**src/rtl/instr_fetch.sv**
```systemverilog
// Instruction fetch unit: one outstanding imem read, single-entry output holding register,
// redirect handling with a discard flag for responses that belong to the old stream.
module instr_fetch #(
    parameter logic [14:0] RESET_PC = 15'h0000
) (
    input  logic        clk,
    input  logic        rst_n,
    output logic        imem_req,
    output logic [14:0] imem_addr,
    input  logic [31:0] imem_rdata,
    input  logic        imem_rvalid,
    output logic [31:0] inst,
    output logic [14:0] inst_pc,
    output logic        inst_valid,
    input  logic        inst_ready,
    input  logic        redirect,
    input  logic [14:0] redirect_addr,
    output logic [15:0] fetch_count
);

    typedef enum logic [1:0] {StIdle, StFetch, StWait, StHold} state_e;

    state_e      state_q, state_d;
    logic [14:0] pc_q, pc_d;
    logic [31:0] inst_q, inst_d;
    logic [14:0] inst_pc_q, inst_pc_d;
    logic        valid_q, valid_d;
    logic [15:0] count_q, count_d;
    logic        discard_q, discard_d;

    always_ff @(posedge clk or negedge rst_n) begin
        if (!rst_n) begin
            state_q   <= StIdle;
            pc_q      <= RESET_PC;
            inst_q    <= 32'h0;
            inst_pc_q <= 15'h0;
            valid_q   <= 1'b0;
            count_q   <= 16'h0;
            discard_q <= 1'b0;
        end else begin
            state_q   <= state_d;
            pc_q      <= pc_d;
            inst_q    <= inst_d;
            inst_pc_q <= inst_pc_d;
            valid_q   <= valid_d;
            count_q   <= count_d;
            discard_q <= discard_d;
        end
    end

    always_comb begin
        state_d   = state_q;
        pc_d      = pc_q;
        inst_d    = inst_q;
        inst_pc_d = inst_pc_q;
        valid_d   = valid_q;
        count_d   = count_q;
        discard_d = discard_q;

        case (state_q)
            StIdle: begin
                state_d = StFetch;
                if (redirect) pc_d = redirect_addr;
            end
            StFetch: begin
                state_d = StWait;
                if (redirect) begin
                    // The request issued this cycle belongs to the old stream.
                    pc_d      = redirect_addr;
                    valid_d   = 1'b0;
                    discard_d = 1'b1;
                    state_d   = StFetch;
                end
            end
            StWait: begin
                if (imem_rvalid) begin
                    state_d   = StFetch;
                    discard_d = 1'b0;
                    if (redirect) begin
                        pc_d = redirect_addr;
                    end else if (!discard_q) begin
                        inst_d    = imem_rdata;
                        inst_pc_d = pc_q;
                        pc_d      = pc_q + 15'd1;
                        valid_d   = 1'b1;
                        state_d   = StHold;
                    end
                end else if (redirect) begin
                    pc_d      = redirect_addr;
                    discard_d = 1'b1;
                end
            end
            StHold: begin
                if (inst_ready) begin
                    valid_d = 1'b0;
                    count_d = count_q + 16'd1;
                    state_d = StFetch;
                end
                // Redirect without a transfer drops the held instruction.
                if (redirect) begin
                    pc_d    = redirect_addr;
                    valid_d = 1'b0;
                    state_d = StFetch;
                end
            end
            default: state_d = StIdle;
        endcase
    end

    assign imem_req    = (state_q == StFetch);
    assign imem_addr   = pc_q;
    assign inst        = inst_q;
    assign inst_pc     = inst_pc_q;
    assign inst_valid  = valid_q;
    assign fetch_count = count_q;

endmodule

```
**config.mk**
```make
export PLATFORM = sky130hd
export DESIGN_NAME = instr_fetch
export DESIGN_NICKNAME = d
export VERILOG_FILES = /design/src/rtl/instr_fetch.sv
export SDC_FILE = /design/constraint.sdc
export NUM_CORES = 1
export LEC_CHECK = 0
export ABC_AREA = 1
export BUFFER_PORTS_ARGS = -buffer_cell sky130_fd_sc_hd__buf_2
export CAP_MARGIN = 20
export CORE_MARGIN = 2
export CORE_UTILIZATION = 55
export CTS_BUF_LIST = sky130_fd_sc_hd__clkbuf_8
export DETAILED_ROUTE_END_ITERATION = 10
export PLACE_DENSITY = 0.94
export SYNTH_ARGS = -nofsm -noshare
export SYNTH_HDL_FRONTEND = slang
export SYNTH_SLANG_ARGS = --single-unit
```
**constraint.sdc**
```tcl
create_clock -name clk -period 4.5 [get_ports clk]
set_input_delay 0.225 -clock clk [delete_from_list [all_inputs] [get_ports clk]]
set_output_delay 0.225 -clock clk [all_outputs]
set_load 0.01 [all_outputs]
```
==> out/qor.csv, run 1 <==
stage,metric,value,unit
status,status,completed,
cells_and_area,fillers,549,
logic_synthesis,top cell type's share of synthesized area,50.8,%
global_routing,first-pass GRT wire length,15500,µm
clock_network,CTS Buf Count,9,
logic_synthesis,Main synth FF type,dfrtp_1,
sta,min Tclk post-route,2.30,ns
sta,Fin. Hold Viols,0,
logic_synthesis,synth top area cells,"dfrtp_1, nand2_1, mux2_2",
sta,unrepaired setup endpoints after global routing,false,
min_path,Worst Hold Class,primary input to flip-flop,
sta,Final setup viols,0,
logic_synthesis,"Distinct cells, synth",37,
global_routing,met2 usage,39.3,%
logic_synthesis,Cells after Synth,435,
sta,max-slew violation count,0,
detailed_routing,Detail Route Antenna Nets,0,
worst_setup_path,Worst Path Max Fanout,61,
sta,Max Freq,0.434,GHz
worst_setup_path,Worst EP arrival,2.55,ns
detailed_routing,wire per inst,14.0,µm
flow_run,max cap viols,0,
global_routing,busiest grt layer,met2,
sta,clk_skew,0.0156,ns
detailed_routing,Initial DRC Count,155,
worst_setup_path,crit start category,flip-flop,
clock_network,root buf cell,clkbuf_8,
floorplan,die area,8050,µm²
sta,setup TNS,0,ns
global_routing,global route overflow,0,
sta,Slew HR,52.7,%
detailed_routing,drt drc,0,
logic_synthesis,Mapped Nets,493,
logic_synthesis,Post-Syn Area,4040,µm²
logic_synthesis,sequential fraction of the synthesis area,50.8,%
global_routing,vias in the first global route,3409,
floorplan,Die Width,89.7,µm
detailed_routing,Pre-Repair DR Iteration Count,5,
global_routing,largest net degree at the start of global routing,83,
logic_synthesis,largest area contributor in the synthesized netlist,dfrtp_1,
logic_synthesis,top-count cell post-synth,nand2_1,
logic_synthesis,Post-synth top cells,"nand2_1, dfrtp_1, inv_1, o21ai_0, mux2_2",
floorplan,die height,89.7,µm
clock_network,worst skew pair latency,0.36,ns
clock_network,Bufs on Longest Clock Path,2,
cells_and_area,final net count,625,
floorplan,io pins,132,
placement,number of port buffers,131,
cells_and_area,final core utilization,69.0,%
placement,dpl hpwl,6900,µm
pwr,PD cells,422,nW/µm²
detailed_routing,vias per cell,5.22,
worst_setup_path,Setup crit end kind,flip-flop,
global_routing,met3 Track Usage GR,5.11,%
logic_synthesis,Synth Area per Inst,9.29,µm²
detailed_routing,vias,3505,
clock_network,H-Tree Depth,3,
floorplan,Rows,31,
global_routing,initial antenna violation count,0,
sta,Hold WS,0.0633,ns
global_routing,GR Util met1,29.5,%
logic_synthesis,#FFs+latches synth,82,
floorplan,Core Footprint,7180,µm²
worst_setup_path,Critical Path RT,4.75,ns
logic_synthesis,number of synthesized flops with an enable pin,0,
floorplan,starting density of the core,56.3,%
clock_network,register clock-pin slew on the reported worst setup and hold paths,0.10,ns
clock_network,CTS tree,built,
placement,global placer's final weighted congestion,0.869,
logic_synthesis,"Async S/R FF share, synth",100,%
sta,slew at the pin closest to its max-slew limit,0.709,ns
cells_and_area,layout cell share with drive strength beyond 1,34.6,%
logic_synthesis,Synth Warn #,0,
detailed_routing,final WL,9400,µm
cells_and_area,Area Overhead vs Synth,22.5,%
clock_network,CTS Sinks,82,
global_routing,GR Util All Layers,23.6,%
sta,final worst path period share,51.2,%
pwr,worst vdd ir,0.167,mV
worst_setup_path,Setup CP Type,flip-flop to flip-flop,
cells_and_area,n_diodes,0,
pwr,static leakage,2.74,nW
-- through the flow --
stage / power [mW] / setup slack, ns / instances / instance area [µm²]
detailed placement: 1.59 / 2.22 / 653 / 4730
floorplan: 1.34 / 2.87 / 435 / 4040
global placement: 1.56 / 2.30 / 653 / 4730
CTS: 2.09 / 2.20 / 669 / 4910
global route: 2.21 / 2.01 / 671 / 4950
finish: 2.09 / 2.20 / 671 / 4950
-- cell type report --
type                    count  area, µm²  share of cell area [%]
flip-flops and latches     82       2050                    41.4
multi-input cells         294       1710                    34.5
repair buffers            133        696                    14.1
inverters                  47        186                    3.77
clock buffers              10        138                    2.78
well taps                  99        124                    2.50
clock inverters             6       48.8                   0.986
-- what timing repair did --
item / 4_1_cts / 5_1_grt
buffers inserted: 0 / 0
hold buffers: 0 / 1
endpoints found under the hold margin: 0 / 17
gates resized for setup: 0 / 0
-- routing by layer --
metal	wire [µm]	up-vias
li1	-	1695
met1	4040	1633
met2	4510	157
met3	610	20
met4	225	0
met5	0	-
-- critical path: stages, from the launching register on --
cell and delay [ns]:
dfrtp_1 0.42, inv_1 0.10, ha_1 0.36, nand2_4 0.13, clkinv_4 0.11, nand3_4 0.51
mux2_1 0.54
-- power by group --
part | leakage, nW | internal (mW) | switching (mW)
sequential | 1.08 | 0.879 | 0.109
combinational | 1.58 | 0.245 | 0.351
clock | 0.0855 | 0.220 | 0.285
-- sequential cells by signal (all words and copies together), names as in the netlist --
signal,flops
inst,32
fetch_count,16
imem_addr,15
inst_pc,15
state_q,2
discard_q,1
inst_valid,1
-- logic make-up (layout without fill, tap and decap cells) --
family / after synthesis / in the layout / share of synthesized area, %
and+or+nand+nor: 181 / 181 / 20.2
DFF: 82 / 82 / 50.8
AOI/OAI and AO/OA: 65 / 65 / 9.01
buffers and inverters: 59 / 196 / 7.03
muxes: 33 / 33 / 9.19
xor gates and xnor gates: 9 / 9 / 1.95
adders and majority gates: 6 / 6 / 1.86
-- worst paths after layout --
check | slack [ns] | cells past startpoint | endpoint | startpoint
max | 2.20 | 6 | inst[26] | state_q[0]
min | 0.06 | 2 | inst[18] | imem_rdata[18]
max reg2reg | 2.20 | 6 | inst[26] | state_q[0]
min reg2reg | 0.49 | 2 | inst_pc[10] | inst_pc[10]
max in group asynchronous | 3.71 | 3 | fetch_count[0] | rst_n
min in group asynchronous | 0.22 | 2 | fetch_count[6] | rst_n
-- placed cells by master, fill, tap and decap left out, types with 2 or more instances in the layout --
cell type   synthesis  layout
buf_2               3     130
nand2_1           114     114
dfrtp_1            82      82
inv_1              42      42
o21ai_0            42      42
mux2_2             30      30
nor2_1             23      23
nand3_1            20      20
clkbuf_8            0      10
o21ai_1             7       7
nand4_1             7       7
xor2_1              6       6
ha_1                6       6
nor3_1              5       5
o22ai_1             4       4
a21oi_1             4       4
a21oi_2             3       3
nand3b_1            3       3
xnor2_1             3       3
mux2_1              3       3
clkinvlp_4          0       3
clkinv_4            1       2
inv_2               2       2
inv_4               2       2
nor3_4              2       2
nor2_2              2       2
inv_6               0       2
Note: power is estimated with default switching activity, not from simulation.
==> inputs of run 2 (changes only) <==
Settings changed: ABC_AREA 1 to 0, CORE_UTILIZATION 55 to 46, PLACE_DENSITY 0.94 to 0.86.
Clock period 4.5 ns to 1.95 ns, I/O delays scaled along.
==> run 2 against run 1 <==
Net effect:
- sequential power grew 130%
- wire length grew 2.6%
- utilization shrank 0.66 points
- sequential share of layout area shrank 2.2 points
- die area grew 5.9%
- critical path depth is the same
- clock power grew 140%
- clock skew shrank 0.0078 ns
- synthesized cell count shrank 33%
- critical path type unchanged
- largest cell class unchanged
==> out/qor.csv, run 2 <==
stage,metric,value,unit
placement,DP Worst Slack,0.0341,ns
worst_setup_path,most frequent CP cell,or4_4,
detailed_routing,Initial DRC Count,159,
placement,global placer's final weighted congestion,0.808,
pwr,"Power, Total",4.88,mW
clock_network,worst skew pair latency,0.34,ns
status,status,completed,
global_routing,global route overflow,0,
global_routing,vias in the first global route,3109,
cells_and_area,Area Overhead vs Synth,45.5,%
clock_network,Bufs on Longest Clock Path,2,
worst_setup_path,Critical Path RT,2.22,ns
cells_and_area,n_diodes,0,
worst_setup_path,Worst EP arrival,2.14,ns
global_routing,GR Util All Layers,22.5,%
worst_setup_path,CP peak stage delay,0.49,ns
logic_synthesis,number of synthesized flops with an enable pin,0,
sta,slew at the pin closest to its max-slew limit,0.495,ns
worst_setup_path,crit start category,flip-flop,
global_routing,largest net degree at the start of global routing,47,
flow_run,max cap viols,0,
worst_setup_path,Setup crit end kind,flip-flop,
worst_setup_path,CP max-delay cell,or4_4,
sta,min Tclk post-route,1.87,ns
clock_network,root buf cell,clkbuf_8,
logic_synthesis,top cell type's share of synthesized area,57.1,%
placement,dpl hpwl,6090,µm
sta,max-slew violation count,0,
pwr,worst vdd ir,0.451,mV
worst_setup_path,worst path bufs/invs,1,
logic_synthesis,Mapped Nets,350,
logic_synthesis,Post-Synth Adder-Cell Area,2.09,%
worst_setup_path,Worst Path Max Fanout,3,
sta,Final setup viols,0,
cells_and_area,final core utilization,68.3,%
sta,clk_skew,0.00777,ns
cells_and_area,most frequent cells in the layout,"buf_2, dfrtp_1, mux2_2, dlygate4sd3_1, nand2_1",
logic_synthesis,Compound-Gate Fraction of Synth Area,6.83,%
logic_synthesis,largest family of logic cells by synthesized area,multiplexers,
cells_and_area,max FFs per register,32,
logic_synthesis,Synth Area per Inst,12.3,µm²
sta,setup TNS,0,ns
cells_and_area,Final Non-Filler Cells,594,
logic_synthesis,"Async S/R FF share, synth",100,%
logic_synthesis,"Distinct cells, synth",42,
worst_setup_path,Top delay family on crit path,simple AND/OR/NAND/NOR gates,
logic_synthesis,Post-Syn Area,3590,µm²
cells_and_area,"most common cell after layout, fill and taps aside",buf_2,
clock_network,H-Tree Depth,3,
placement,placed cells,531,
cells_and_area,final net count,545,
logic_synthesis,Post-Synth Simple-Gate Area,11.0,%
floorplan,Core Footprint,7650,µm²
logic_synthesis,Synth Warn #,0,
sta,Fin. Hold Viols,0,
sta,Max Freq,0.534,GHz
cells_and_area,layout cell share with drive strength beyond 1,46.3,%
detailed_routing,wire per inst,16.2,µm
detailed_routing,drt drc,0,
logic_synthesis,post-synthesis mux area share,15.6,%
logic_synthesis,Cells after Synth,292,
detailed_routing,final WL,9640,µm
min_path,Worst Hold Class,primary input to flip-flop,
floorplan,starting density of the core,47.0,%
logic_synthesis,top-count cell post-synth,dfrtp_1,
logic_synthesis,Post-synth top cells,"dfrtp_1, mux2_2, nand2_1",
clock_network,CTS tree,built,
detailed_routing,vias per cell,5.25,
logic_synthesis,largest area contributor in the synthesized netlist,dfrtp_1,
logic_synthesis,sequential fraction of the synthesis area,57.1,%
floorplan,io pins,132,
clock_network,CTS Buf Count,9,
detailed_routing,Pre-Repair DR Iteration Count,4,
sta,fin worst setup slack,0.0757,ns
floorplan,Rows,32,
detailed_routing,vias,3120,
sta,unrepaired setup endpoints after global routing,false,
worst_setup_path,Setup CP Type,flip-flop to flip-flop,
floorplan,die area,8530,µm²
clock_network,CTS Sinks,82,
sta,final worst path period share,96.1,%
logic_synthesis,synth top area cells,"dfrtp_1, mux2_2, xnor2_1",
placement,number of port buffers,131,
pwr,static leakage,2.73,nW
detailed_routing,Detail Route Antenna Nets,0,
global_routing,initial antenna violation count,0,
pwr,PD cells,933,nW/µm²
floorplan,Die Width,92.4,µm
logic_synthesis,#FFs+latches synth,82,
worst_setup_path,Reg2Reg Setup Slack,0.08,ns
global_routing,first-pass GRT wire length,15000,µm
clock_network,register clock-pin slew on the reported worst setup and hold paths,0.08,ns
floorplan,die height,92.4,µm
worst_setup_path,critical-path cell list,inv_2 -> ha_2 -> nand2_2 -> or4_4 -> or4_4 -> a22oi_2,
sta,Slew HR,67.0,%
logic_synthesis,Synth Area in XOR/XNOR,4.88,%
logic_synthesis,Main synth FF type,dfrtp_1,
[run 2: cell count changes after synthesis, sizes merged, moves of 7 or more]
| cell | previous run | this run |
|---|---|---|
| inv | 46 | 11 |
| mux2 | 33 | 49 |
| nor2 | 27 | 10 |
| and3 | 0 | 7 |
| nand3 | 21 | 11 |
| nand2 | 116 | 24 |
| xnor2 | 3 | 13 |
| o21ai | 50 | 10 |
[run 2: where the power goes]
part           switching (mW)  leakage, nW  internal, mW
sequential              0.221         1.08          2.04
clock                   0.639       0.0985         0.553
combinational           0.710         1.55         0.712
total                    1.57         2.73          3.31
[run 2: per-stage QoR]
step | hold slack [ns] | instance area (µm²)
final | 0.0180 | 5230
after detailed placement | 0.0968 | 4510
after global placement | 0.0849 | 4510
after global routing | 0.00314 | 5230
after floorplan | -0.198 | 3610
after CTS | 0.00511 | 5130
[run 2: area by class of cell]
type,instances,area (µm²)
Inverter,11,41.3
Timing Repair Buffer,195,1330
Clock buffer,11,151
Tap cell,102,128
Sequential cell,82,2050
Fill cell,562,2420
Clock inverter,5,45.0
Multi-Input combinational cell,188,1480
[run 2: worst paths after layout]
check | startpoint | end | cells after the start
setup / recovery | state_q[0] | imem_addr[11] | 6
hold / removal | redirect_addr[12] | imem_addr[12] | 2
setup reg to reg | state_q[0] | imem_addr[11] | 6
hold reg to reg | fetch_count[15] | fetch_count[15] | 1
max in group asynchronous | rst_n | inst[10] | 3
min in group asynchronous | rst_n | inst[22] | 2
[run 2: metal layers]
metal / global-route usage [%] / part of all wire (%) / vias up
li1: - / - / 1438
met1: 28.9 / 41 / 1536
met2: 38.3 / 51 / 127
met3: 4.23 / 6.0 / 19
met4: 7.96 / 2.0 / 0
met5: 0 / 0 / -
[run 2: logic make-up (layout without fill, tap and decap cells)]
logic type / count (synthesis) / count (layout)
flip-flops: 82 / 82
AND/OR/NAND/NOR: 77 / 77
multiplexers: 50 / 50
AO/OA/AOI/OAI: 35 / 35
buffers and inverters: 22 / 222
XOR/XNOR: 20 / 20
adder cells (fa/ha/maj): 6 / 6
[run 2: repair_timing]
item                       CTS  global route
setup endpoints to repair    0            32
resized for setup            0             4
hold buffers                42             0
hold endpoints to repair    77             0
buffers inserted             0             3
[run 2: worst reg2reg max path, delay by kind of cell, from the launching register on]
kind            cells  cell delay [ns]
fa+ha+maj           1             0.18
buf+inv             1             0.07
flops               1             0.40
compound gates      1             0.15
simple gates        3             1.00
